==> src/rtl/triangle_dispatcher_pkg.sv <==
// Shared types for the triangle dispatcher slice.
//   Vertex3D / Triangle3D : signed 16-bit fixed-point geometry handed to the rasterizer
//   Color                 : 8-bit color index paired with each triangle
//   tri_entry_t           : one queued {triangle, color} pair as stored in the FIFO
//   DispatchState_t       : dispatcher FSM states
//   DISPATCH_DEPTH        : default FIFO depth (power of 2, >= 2)
package triangle_dispatcher_pkg;

  localparam int DISPATCH_DEPTH = 4;

  typedef struct packed {
    logic signed [15:0] x;
    logic signed [15:0] y;
    logic signed [15:0] z;
  } Vertex3D;

  typedef struct packed {
    Vertex3D v0;
    Vertex3D v1;
    Vertex3D v2;
  } Triangle3D;

  typedef logic [7:0] Color;

  typedef struct packed {
    Triangle3D tri3d;
    Color      col;
  } tri_entry_t;

  typedef enum logic [1:0] {
    IDLE   = 2'd0,
    LAUNCH = 2'd1,
    WAIT   = 2'd2
  } DispatchState_t;

endpackage

==> src/rtl/triangle_dispatcher_if.sv <==
// Bus between the geometry stage / rasterizer and the triangle dispatcher.
//   in_valid/in_ready/in_triangle/in_color : upstream push channel
//   flush                                  : discard every queued (not in-flight) entry
//   o_triangle/o_color/start/rast_done     : rasterizer launch channel
//   busy/count/dbg_state                   : status and FSM state observation
// Handshake: a push happens on a rising edge where in_valid && in_ready. in_ready
// depends only on registered occupancy (never on in_valid or a same-cycle pop).
// in_valid/in_triangle/in_color must stay stable while in_valid is high and
// in_ready is low. start is a one-cycle pulse; o_triangle/o_color stay stable
// from start until the edge where rast_done is seen.
interface triangle_dispatcher_if
  import triangle_dispatcher_pkg::*;
#(
  parameter int DEPTH = DISPATCH_DEPTH
) ();
  localparam int CNT_W = $clog2(DEPTH + 1);

  logic             in_valid;
  logic             in_ready;
  Triangle3D        in_triangle;
  Color             in_color;
  logic             flush;
  Triangle3D        o_triangle;
  Color             o_color;
  logic             start;
  logic             rast_done;
  logic             busy;
  logic [CNT_W-1:0] count;
  DispatchState_t   dbg_state;

  // Dispatcher side
  modport slave (
    input  in_valid, in_triangle, in_color, flush, rast_done,
    output in_ready, o_triangle, o_color, start, busy, count, dbg_state
  );

  // Geometry stage + rasterizer side
  modport master (
    output in_valid, in_triangle, in_color, flush, rast_done,
    input  in_ready, o_triangle, o_color, start, busy, count, dbg_state
  );
endinterface

==> src/rtl/triangle_dispatcher_tri_fifo.sv <==
// Small circular FIFO of {triangle, color} entries.
//   clk, n_rst : clock, async active-low reset
//   i_push     : write request (ignored when full or flushing)
//   i_pop      : read request (ignored when empty or flushing)
//   i_flush    : drop all stored entries this edge
//   i_wdata    : entry to write
//   o_rdata    : entry at the read pointer (combinational view of storage)
//   o_count    : occupancy, 0..DEPTH
//   o_full     : count == DEPTH
//   o_empty    : count == 0
module tri_fifo
  import triangle_dispatcher_pkg::*;
#(
  parameter  int DEPTH = DISPATCH_DEPTH,
  localparam int CNT_W = $clog2(DEPTH + 1),
  localparam int PTR_W = $clog2(DEPTH)
) (
  input  logic             clk,
  input  logic             n_rst,
  input  logic             i_push,
  input  logic             i_pop,
  input  logic             i_flush,
  input  tri_entry_t       i_wdata,
  output tri_entry_t       o_rdata,
  output logic [CNT_W-1:0] o_count,
  output logic             o_full,
  output logic             o_empty
);

  tri_entry_t       r_mem [DEPTH];
  logic [PTR_W-1:0] r_wr_ptr;
  logic [PTR_W-1:0] r_rd_ptr;
  logic [CNT_W-1:0] r_count;
  logic             w_push;
  logic             w_pop;

  assign o_full  = (r_count == CNT_W'(DEPTH));
  assign o_empty = (r_count == '0);

  // Flush wins over both push and pop so the queue is exactly empty afterwards.
  assign w_push = i_push && !o_full  && !i_flush;
  assign w_pop  = i_pop  && !o_empty && !i_flush;

  always_ff @(posedge clk or negedge n_rst) begin
    if (!n_rst) begin
      r_wr_ptr <= '0;
      r_rd_ptr <= '0;
      r_count  <= '0;
    end else if (i_flush) begin
      r_rd_ptr <= r_wr_ptr;
      r_count  <= '0;
    end else begin
      // Pointers wrap naturally because DEPTH is a power of 2.
      if (w_push) r_wr_ptr <= r_wr_ptr + PTR_W'(1);
      if (w_pop)  r_rd_ptr <= r_rd_ptr + PTR_W'(1);
      case ({w_push, w_pop})
        2'b10:   r_count <= r_count + CNT_W'(1);
        2'b01:   r_count <= r_count - CNT_W'(1);
        default: r_count <= r_count;
      endcase
    end
  end

  // Storage needs no reset: an entry is only read after it has been written.
  always_ff @(posedge clk) begin
    if (w_push) r_mem[r_wr_ptr] <= i_wdata;
  end

  assign o_rdata = r_mem[r_rd_ptr];
  assign o_count = r_count;

endmodule

==> src/rtl/triangle_dispatcher.sv <==
// Upstream feeder for the rasterizer: queues triangle/color pairs and launches
// them one at a time, holding each on o_triangle/o_color until rast_done.
//   clk, n_rst : clock, async active-low reset
//   bus        : triangle_dispatcher_if.slave (push channel, flush, launch
//                channel, busy/count/dbg_state status)
module triangle_dispatcher
  import triangle_dispatcher_pkg::*;
#(
  parameter int DEPTH = DISPATCH_DEPTH
) (
  input  logic                 clk,
  input  logic                 n_rst,
  triangle_dispatcher_if.slave bus
);
  localparam int CNT_W = $clog2(DEPTH + 1);

  DispatchState_t   r_state;
  DispatchState_t   w_next_state;
  logic             w_pop;
  tri_entry_t       w_head;
  tri_entry_t       w_wdata;
  logic [CNT_W-1:0] w_count;
  logic             w_full;
  logic             w_empty;
  Triangle3D        r_triangle;
  Color             r_color;

  assign w_wdata = '{tri3d: bus.in_triangle, col: bus.in_color};

  tri_fifo #(.DEPTH(DEPTH)) u_fifo (
    .clk     (clk),
    .n_rst   (n_rst),
    .i_push  (bus.in_valid),
    .i_pop   (w_pop),
    .i_flush (bus.flush),
    .i_wdata (w_wdata),
    .o_rdata (w_head),
    .o_count (w_count),
    .o_full  (w_full),
    .o_empty (w_empty)
  );

  always_ff @(posedge clk or negedge n_rst) begin
    if (!n_rst) r_state <= IDLE;
    else        r_state <= w_next_state;
  end

  // rast_done only matters in WAIT; a pulse seen in IDLE or LAUNCH is dropped.
  always_comb begin
    w_next_state = r_state;
    w_pop        = 1'b0;
    case (r_state)
      IDLE: begin
        if (!w_empty && !bus.flush) begin
          w_next_state = LAUNCH;
          w_pop        = 1'b1;
        end
      end
      LAUNCH:  w_next_state = WAIT;
      WAIT:    if (bus.rast_done) w_next_state = IDLE;
      default: w_next_state = IDLE;
    endcase
  end

  // Launch registers load only on the pop edge, so they hold through WAIT.
  always_ff @(posedge clk or negedge n_rst) begin
    if (!n_rst) begin
      r_triangle <= '0;
      r_color    <= '0;
    end else if (w_pop) begin
      r_triangle <= w_head.tri3d;
      r_color    <= w_head.col;
    end
  end

  // start and busy decode the registered state only: no path from in_valid
  // or rast_done reaches them combinationally.
  assign bus.start      = (r_state == LAUNCH);
  assign bus.busy       = (r_state != IDLE);
  assign bus.in_ready   = !w_full;
  assign bus.count      = w_count;
  assign bus.o_triangle = r_triangle;
  assign bus.o_color    = r_color;
  assign bus.dbg_state  = r_state;

endmodule

==> src/flat_wrapper.sv <==
// flat-port wrapper written by rule: the top's interface ports become plain ports
module triangle_dispatcher_flat import triangle_dispatcher_pkg::*;
#(
  parameter int DEPTH = DISPATCH_DEPTH
)
  (clk, n_rst, bus_in_valid, bus_in_triangle, bus_in_color, bus_flush, bus_rast_done, bus_in_ready, bus_o_triangle, bus_o_color, bus_start, bus_busy, bus_count, bus_dbg_state);
  triangle_dispatcher_if #(.DEPTH(DEPTH)) bus_i ();
  input  logic clk;
  input  logic n_rst;
  input wire logic [$bits(bus_i.in_valid)-1:0] bus_in_valid;
  input wire logic [$bits(bus_i.in_triangle)-1:0] bus_in_triangle;
  input wire logic [$bits(bus_i.in_color)-1:0] bus_in_color;
  input wire logic [$bits(bus_i.flush)-1:0] bus_flush;
  input wire logic [$bits(bus_i.rast_done)-1:0] bus_rast_done;
  output wire logic [$bits(bus_i.in_ready)-1:0] bus_in_ready;
  output wire logic [$bits(bus_i.o_triangle)-1:0] bus_o_triangle;
  output wire logic [$bits(bus_i.o_color)-1:0] bus_o_color;
  output wire logic [$bits(bus_i.start)-1:0] bus_start;
  output wire logic [$bits(bus_i.busy)-1:0] bus_busy;
  output wire logic [$bits(bus_i.count)-1:0] bus_count;
  output wire logic [$bits(bus_i.dbg_state)-1:0] bus_dbg_state;
  assign bus_i.in_valid = bus_in_valid;
  assign bus_i.in_triangle = bus_in_triangle;
  assign bus_i.in_color = bus_in_color;
  assign bus_i.flush = bus_flush;
  assign bus_i.rast_done = bus_rast_done;
  assign bus_in_ready = bus_i.in_ready;
  assign bus_o_triangle = bus_i.o_triangle;
  assign bus_o_color = bus_i.o_color;
  assign bus_start = bus_i.start;
  assign bus_busy = bus_i.busy;
  assign bus_count = bus_i.count;
  assign bus_dbg_state = bus_i.dbg_state;
  triangle_dispatcher #(.DEPTH(DEPTH)) u_core (.clk(clk), .n_rst(n_rst), .bus(bus_i));
endmodule
==> config.mk <==
export PLATFORM = sky130hd
export DESIGN_NAME = triangle_dispatcher_flat
export DESIGN_NICKNAME = d
export VERILOG_FILES = /design/src/rtl/triangle_dispatcher_pkg.sv /design/src/rtl/triangle_dispatcher_if.sv /design/src/rtl/triangle_dispatcher_tri_fifo.sv /design/src/rtl/triangle_dispatcher.sv /design/src/flat_wrapper.sv
export SDC_FILE = /design/constraint.sdc
export NUM_CORES = 1
export LEC_CHECK = 0
export CAP_MARGIN = 20
export CORE_ASPECT_RATIO = 1.75
export CORE_MARGIN = 3
export CORE_UTILIZATION = 56
export DETAILED_ROUTE_END_ITERATION = 10
export PLACE_DENSITY = 0.8
export SLEW_MARGIN = 15
export SYNTH_ARGS = -nofsm -noshare
export SYNTH_HDL_FRONTEND = slang
export SYNTH_SLANG_ARGS = --single-unit
==> constraint.sdc <==
create_clock -name clk -period 6 [get_ports clk]
set_clock_uncertainty 0.15 [all_clocks]
set_input_delay 1.2 -clock clk [delete_from_list [all_inputs] [get_ports clk]]
set_output_delay 1.2 -clock clk [all_outputs]
set_load 0.01 [all_outputs]
Word level (Yosys, flattened, before mapping)
Memories as Yosys holds them, arrays and structs flattened. A register that Yosys moved wholly into a read port is not among the register bits. Index checks and enable logic that the tools add are counted. Widths: inputs -> output; s select.

Bitwise gates (word level): 1. Reduce and logical (&&, ||, !) cells: 16. Add/subtract/negate cells: 4. Multiplexer cells: 11. Equality and inequality tests: 7.

Operators by type and width (count): $mux 2 (4); $pmux 2 s3 (1); $pmux 3 s2 (1); $logic_and 1x1->1 (5); $add 2x1->2 const B (2); $eq 2x1->1 const B (2); $eq 2x2->1 const B (2); $logic_not 1->1 (4); $mux 1 (4); $reduce_and 2->1 (2); $reduce_bool 2->1 (2); $add 3x1->3 const B (1); $eq 3x3->1 const B (1); $logic_not 3->1 (1); $mux 3 (1); $reduce_bool 3->1 (1); $sub 3x1->3 const B (1); $logic_not 2->1 (1); $ne 2x1->1 const B (1); $ne 2x2->1 const B (1); $not 1->1 (1).

Bits in writable memories: 608. Register bits after elaboration: 9. Memories: 1. Input bits: 157.

Memory list: u_core.u_fifo.r_mem (depth 4, bits a word 152, rd ports 1, clocked after Yosys merged registers in 1, wr ports 1, line triangle_dispatcher_tri_fifo.sv:30) `tri_entry_t r_mem [DEPTH];`.

Logic depth before layout (Yosys ltp)
Gate-level depths: netlist (run 1).

Word-level depth: 10. Gate-level depth with buffers: 9.

Cells and area by module
From an unflattened synthesis (run 1), not the netlist that was laid out.

Cell total of the unflattened synthesis: 1186. Area, all modules: 28169.5 um^2.

Modules (own cells, without submodules): tri_fifo (instances 1, sequential area each 18432.7 um^2, cells each 857, area each 22449.0 um^2); triangle_dispatcher (instances 1, sequential area each 3853.7 um^2, cells each 329, area each 5720.5 um^2).

Least setup slack after synthesis (run 1)
OpenSTA, ideal clock, no wires.

Kind: in2reg. From: input bus_flush. To: memory u_core.u_fifo.r_mem[2][0] (netlist name), enable pin. Setup slack: 0.027 ns. Arrival: 5.293 ns. Stages on the path: 3. Cells stage by stage: clkbuf_1 > a211oi_4 > and2_1.

Cells in the longest elaborated chain, start to end: 4.

RTL lines: start, declared (line flat_wrapper.sv:13) `input wire logic [$bits(bus_i.flush)-1:0] bus_flush;`; $logic_not 1->1 (line triangle_dispatcher_tri_fifo.sv:41) `assign w_push = i_push && !o_full && !i_flush;`; $logic_and 1x1->1 (line triangle_dispatcher_tri_fifo.sv:41); $mux 1 (line triangle_dispatcher_tri_fifo.sv:66) `if (w_push) r_mem[r_wr_ptr] <= i_wdata;`; $mux 1 (implied by the code) (line triangle_dispatcher_tri_fifo.sv:66); end, declared (line triangle_dispatcher_tri_fifo.sv:30).

Every way passes these cells.

Worst setup path after layout (run 1)
From: input bus_in_valid. To: memory u_core.u_fifo.r_mem[2][74] (netlist name), enable pin.

Cells in the longest elaborated chain, start to end: 4.

RTL lines: start, declared (line flat_wrapper.sv:10) `input wire logic [$bits(bus_i.in_valid)-1:0] bus_in_valid;`; $logic_and 1x1->1 (2 in series) (line triangle_dispatcher_tri_fifo.sv:41); $mux 1 (line triangle_dispatcher_tri_fifo.sv:66); $mux 1 (implied by the code) (line triangle_dispatcher_tri_fifo.sv:66).

Every way passes these cells.

==> results.json, run 1 <==
{
  "status": "completed",
  "row_count": 108,
  "die_y_um": 303,
  "maxCapViolCount": 0,
  "crit_fanout": 45,
  "max_slew_margin_pct": 39.0,
  "synth_nets": 1342,
  "drt_iter0_drc": 930,
  "grtUsageTotal_pct": 22.1,
  "fin_nets": 1691,
  "synth_area_um2": 28200,
  "crit_type": "in2reg",
  "cts_resized": 0,
  "rsz0062_at_grt": "no",
  "clock_path_buffers": 3,
  "routed_wl_mm": 58.1,
  "p_leak_nw": 11.6,
  "period_needed_ps": 3740,
  "final_cells": 2251,
  "htreeDepth": 3,
  "cts_tree": "yes",
  "cts-hold-fix-buffers": 0,
  "critPathLaunchType": "input port",
  "avgSynthCellArea_um2": 23.9,
  "required_ps": 6050,
  "ant_nets": 0,
  "layout-drive-gt1-share_pct": 27.4,
  "coreArea_um2": 49600,
  "path_cells": "clkdlybuf4s50_1, inv_1, a211oi_4, and2_4, buf_4",
  "io_buffers": 316,
  "cts-buffers-inserted": 66,
  "root_buffer": "clkbuf_16",
  "synth-edff-count": 608,
  "slew_viol_final": 0,
  "power_per_cell_area_nw_per_um2": 482,
  "drt_pass1_iterations": 5,
  "grt_max_degree": 140,
  "place.gp.congestion": 0.766,
  "ys_seq_area_share_pct": 79.2,
  "ys.flop_type": "edfxtp_1",
  "grt_pass1_wl_mm": 87.8,
  "clk_pin_slew_worst_paths_ps": 70,
  "cp_num_cells": 5,
  "fmax_mhz": 267,
  "crit_arrival_ps": 3790,
  "finalWorstSetupSlack_ps": 2260,
  "setup_viol": 0,
  "yosys_warnings": 0,
  "hold_viol_final": 0,
  "setup.worst_path.start": "bus_in_valid",
  "ir_drop_mv": 0.386,
  "finalPower_mw": 16.6,
  "antenna_found_initial": 11,
  "stdcell_area_um2": 34400,
  "cp-endpoint": "u_core.u_fifo.r_mem[2][74]$_DFFE_PP_",
  "synth.top_cell.area_share_pct": 64.8,
  "placed_cell_area_um2": 32100,
  "slowest_delay_ps": 680,
  "start_util_pct": 56.8,
  "ys_ff_latch": 769,
  "grt_remaining_overflow": 0,
  "cts.sinks": 769,
  "wire_per_inst_um": 25.8,
  "die_w_um": 175,
  "end_kind": "flop",
  "drc": 0,
  "tightestPinTransition_ps": 915,
  "place_hpwl_mm": 35.0,
  "ys_top_cells_by_area": "edfxtp_1 (65%), dfrtp_1 (14%), mux4_2 (12%)",
  "syn_to_final_growth_pct": 22.4,
  "rrSetupSlack_ps": 2910,
  "yosys.area.top_type": "edfxtp_1",
  "vias_per_cell": 5.76,
  "grt_pass1_vias": 14200,
  "rr_worst_depth": 4,
  "tns_ps": 0,
  "fin_crit_sh_pct": 62.4,
  "insertion_delay_ps": 590,
  "dieArea_um2": 53100,
  "yosysUniqueCellTypes": 33,
  "post_cts_buffers": 0,
  "async_flop_share_pct": 20.9,
  "crit_buf_inv": 3,
  "reg2reg_from": "u_core.u_fifo.o_count[0]$_DFFE_PN0P_",
  "route.vias.total": 13000,
  "ios": 317,
  "place_ws_ps": 1690,
  "slowest_stage": "and2_4",
  "hp-class": "reg2reg",
  "r2r_end": "u_core.u_fifo.r_mem[2][74]$_DFFE_PP_",
  "critPathTopFamily": "buffers and inverters",
  "placedCellCount": 2121,
  "synth_cells": 1180
}
[cells by family after synthesis]
group                      share of synthesized area [%]
AOI/OAI and AO/OA                                  0.333
and+or+nand+nor                                    0.533
buffers and inverters                               1.30
DFF                                                 79.2
adders and majority gates                          0.249
muxes                                               18.2
xor gates and xnor gates                           0.187
[cell type report]
| class | count | area (um2) |
|---|---|---|
| repair buffers | 334 | 3420 |
| multi-input cells | 353 | 5520 |
| diodes | 9 | 22.5 |
| flip-flops and latches | 769 | 22300 |
| inverters | 5 | 18.8 |
| clock buffers | 85 | 1870 |
| clock inverters | 36 | 478 |
| well taps | 660 | 826 |
| fillers | 2992 | 15100 |
[worst reg2reg max path: stages, from the launching register on]
cell	delay [ps]
dfrtp_1	530
nor2_2	120
a211oi_4	500
and2_4	680
buf_4	670
[metal layers]
metal / track usage [%] / share of wire (%) / vias to the layer above
met3: 3.87 / 5.6 / 100
li1: - / - / 5544
met2: 39.2 / 55 / 446
met4: 8.17 / 3.4 / 0
met5: 0 / 0 / -
met1: 27.5 / 36 / 6878
[how the worst min path moves through the flow]
stage	startpoint	endpoint	slack, ps	cells past startpoint
global placement	u_core.bus.o_triangle[37]$_DFFE_PN0N_	u_core.bus.o_triangle[37]$_DFFE_PN0N_	320	1
global route	u_core.bus.o_triangle[42]$_DFFE_PN0N_	u_core.bus.o_triangle[42]$_DFFE_PN0N_	380	1
floorplan	u_core.u_fifo.r_wr_ptr[1]$_DFFE_PN0P_	u_core.u_fifo.r_rd_ptr[1]$_DFFE_PN0P_	350	2
CTS	u_core.bus.o_triangle[33]$_DFFE_PN0N_	u_core.bus.o_triangle[33]$_DFFE_PN0N_	350	1
finish	u_core.bus.o_triangle[51]$_DFFE_PN0N_	u_core.bus.o_triangle[51]$_DFFE_PN0N_	360	1
detailed placement	u_core.bus.o_triangle[30]$_DFFE_PN0N_	u_core.bus.o_triangle[30]$_DFFE_PN0N_	330	1
[synthesized netlist by cell type, types with 3 or more instances]
master and number:
edfxtp_1 608, dfrtp_1 161, mux4_2 152, mux2_2 142, buf_2 20, buf_6 16, clkbuf_1 13, mux2_1 10
nand2_1 6, xnor2_1 6, o21ai_0 5, and2_1 4, ha_1 4, inv_1 4, a21oi_1 3, buf_1 3
[placed cells by master (no fill, tap or decap), drive strengths merged, types with 5 or more instances in the layout]
cell type      netlist  routed
clkinv               0      23
o21ai                5       5
inv                  5       6
dfrtp              161     161
clkdlybuf4s50        0     315
mux2               152     152
buf                 40      19
diode                0       9
edfxtp             608     608
nand2                6       6
clkbuf              13      85
xnor2                6       6
mux4               152     152
bufinv               0      10
[registers in the layout, summed over array words and instances (netlist names)]
name / flops
u_core.u_fifo.r_wr_ptr: 2
u_core.u_fifo.r_mem: 608
u_core.u_fifo.r_rd_ptr: 2
u_core.u_fifo.o_count: 3
u_core.bus.dbg_state: 2
u_core.bus.o_color: 8
u_core.bus.o_triangle: 144
[power by group]
group          internal (mW)  total, mW  switching, mW
registers               6.82       7.41          0.590
logic                   2.67       4.68           2.02
clock network           2.65       4.52           1.86
total                   12.1       16.6           4.47
[stage by stage]
step	hold slack (ps)	utilization, %
after floorplan	353	-
after global placement	320	64.7
after detailed placement	330	64.7
after CTS	353	69.4
after global routing	375	69.5
final	357	69.5
No activity file was read; power rests on OpenSTA's default activity.
==> run 2, diff against run 1 <==
--- a/config.mk
+++ b/config.mk
@@ -8,9 +8,9 @@
 export CAP_MARGIN = 20
 export CORE_ASPECT_RATIO = 1.75
 export CORE_MARGIN = 3
-export CORE_UTILIZATION = 56
+export CORE_UTILIZATION = 50
 export DETAILED_ROUTE_END_ITERATION = 10
-export PLACE_DENSITY = 0.8
+export PLACE_DENSITY = 0.75
 export SLEW_MARGIN = 15
 export SYNTH_ARGS = -nofsm -noshare
 export SYNTH_HDL_FRONTEND = slang
==> constraint.sdc (replaced) <==
create_clock -name clk -period 3.2 [get_ports clk]
set_clock_uncertainty 0.15 [all_clocks]
set_input_delay 0.64 -clock clk [delete_from_list [all_inputs] [get_ports clk]]
set_output_delay 0.64 -clock clk [all_outputs]
set_load 0.01 [all_outputs]
==> results.json, run 2 (synthesis results as in run 1) <==
{
  "status": "completed",
  "multi_input_area_um2": 5520,
  "clock_path_buffers": 3,
  "rsz0062_at_grt": "no",
  "drc": 0,
  "start_util_pct": 50.7,
  "tightestPinTransition_ps": 596,
  "regArea_um2": 22300,
  "hold_viol_final": 0,
  "cts-buffers-inserted": 69,
  "wire_per_inst_um": 24.7,
  "final_common_cell": "edfxtp_1",
  "ant_nets": 0,
  "mostFrequentLayoutCells": "edfxtp_1 (608), clkdlybuf4s50_1 (315), dfrtp_1 (159), mux4_2 (152), mux2_2 (142)",
  "coreArea_um2": 55500,
  "place_hpwl_mm": 36.2,
  "fin_nets": 1717,
  "drt_iter0_drc": 667,
  "fmax_mhz": 353,
  "drt_pass1_iterations": 5,
  "vias_per_cell": 5.59,
  "clk_pin_slew_worst_paths_ps": 60,
  "routed_wl_mm": 57.3,
  "antenna_found_initial": 7,
  "crit_fanout": 7,
  "period_needed_ps": 2830,
  "placedCellCount": 2179,
  "slowest_delay_ps": 520,
  "ir_drop_mv": 0.608,
  "place.gp.congestion": 0.725,
  "insertion_delay_ps": 590,
  "place_ws_ps": 216,
  "row_count": 114,
  "slew_viol_final": 0,
  "finalWorstSetupSlack_ps": 366,
  "maxCapViolCount": 0,
  "crit_arrival_ps": 2040,
  "hp-class": "reg2reg",
  "cts_tree": "yes",
  "critPathLaunchType": "flop",
  "syn_to_final_growth_pct": 23.8,
  "setup_viol": 0,
  "die_w_um": 185,
  "io_buffers": 316,
  "post-route-util_pct": 62.8,
  "cts.sinks": 769,
  "path_cells": "nor2_2, nand2_1, clkdlybuf4s50_1",
  "route.vias.total": 12900,
  "fillers": 3677,
  "top_register": "u_core.u_fifo.r_mem",
  "required_ps": 2410,
  "grt_pass1_wl_mm": 87.0,
  "root_buffer": "clkbuf_16",
  "dieArea_um2": 59300,
  "layout-drive-gt1-share_pct": 28.1,
  "final_cells": 2315,
  "cts_resized": 0,
  "critPathTopFamily": "buffers and inverters",
  "grt_max_degree": 63,
  "die_y_um": 320,
  "grtUsageTotal_pct": 19.7,
  "ios": 317,
  "end_kind": "primary output",
  "fin_crit_sh_pct": 88.6,
  "p_leak_nw": 11.7,
  "htreeDepth": 3,
  "grt_pass1_vias": 14300,
  "grt_remaining_overflow": 0,
  "power_per_cell_area_nw_per_um2": 894,
  "finalPower_mw": 31.2,
  "largest_reg_flops": 608,
  "slowest_stage": "clkdlybuf4s50_1",
  "max_slew_margin_pct": 60.3,
  "hold_ws_ps": 338,
  "crit_type": "reg2out",
  "crit_buf_inv": 1
}
==> run 2: final cells by class <==
type / count / area share [%]
Sequential cell: 769 / 64.0
Multi-Input combinational cell: 353 / 15.8
Timing Repair Buffer: 357 / 11.0
Clock buffer: 92 / 5.47
Tap cell: 696 / 2.50
Clock inverter: 36 / 1.12
Inverter: 5 / 0.0539
Antenna cell: 7 / 0.0503
==> run 2: per-layer routing <==
metal / share of wire [%] / up-vias / track usage [%]
met5: 0.023 / - / 0
met4: 2.7 / 2 / 7.23
met3: 5.9 / 94 / 4.48
met2: 55 / 388 / 35.4
met1: 36 / 6844 / 23.0
li1: - / 5608 / -
==> run 2: repair_timing <==
action,in CTS,in global routing
hold buffers,1,0
buffers inserted,0,0
endpoints found under the hold margin,29,0
==> run 2: worst reg2reg max path, stage by stage, from the launching register on <==
cell	delay (ps)
dfrtp_4	810
buf_4	390
mux4_2	580
mux2_2	280
==> run 2: power breakdown <==
| group | switching, mW | total [mW] | internal (mW) |
|---|---|---|---|
| Sequential | 1.01 | 13.8 | 12.8 |
| Clock | 3.48 | 8.28 | 4.80 |
| Combinational | 3.83 | 9.08 | 5.25 |
| Total | 8.33 | 31.2 | 22.8 |
==> run 2: final timing paths <==
| kind | from | endpoint | slack [ps] | cells past startpoint |
|---|---|---|---|---|
| setup reg to reg | u_core.u_fifo.r_rd_ptr[0]$_DFFE_PN0P_ | u_core.bus.o_triangle[102]$_DFFE_PN0N_ | 880 | 3 |
| hold / removal | u_core.bus.o_triangle[36]$_DFFE_PN0N_ | u_core.bus.o_triangle[36]$_DFFE_PN0N_ | 340 | 1 |
| min in group asynchronous | n_rst | u_core.bus.o_triangle[77]$_DFFE_PN0N_ | 380 | 2 |
| setup / recovery | u_core.u_fifo.o_count[1]$_DFFE_PN0P_ | bus_in_ready | 370 | 3 |
| max in group asynchronous | n_rst | u_core.bus.o_triangle[139]$_DFFE_PN0N_ | 1750 | 3 |
| hold reg to reg | u_core.bus.o_triangle[36]$_DFFE_PN0N_ | u_core.bus.o_triangle[36]$_DFFE_PN0N_ | 340 | 1 |
==> run 2: through the flow <==
step	area, um2	TNS, ps
after global routing	34800	0
after global placement	32500	0
after floorplan	28200	-326440
after detailed placement	32500	0
after CTS	34800	0
final	34900	0
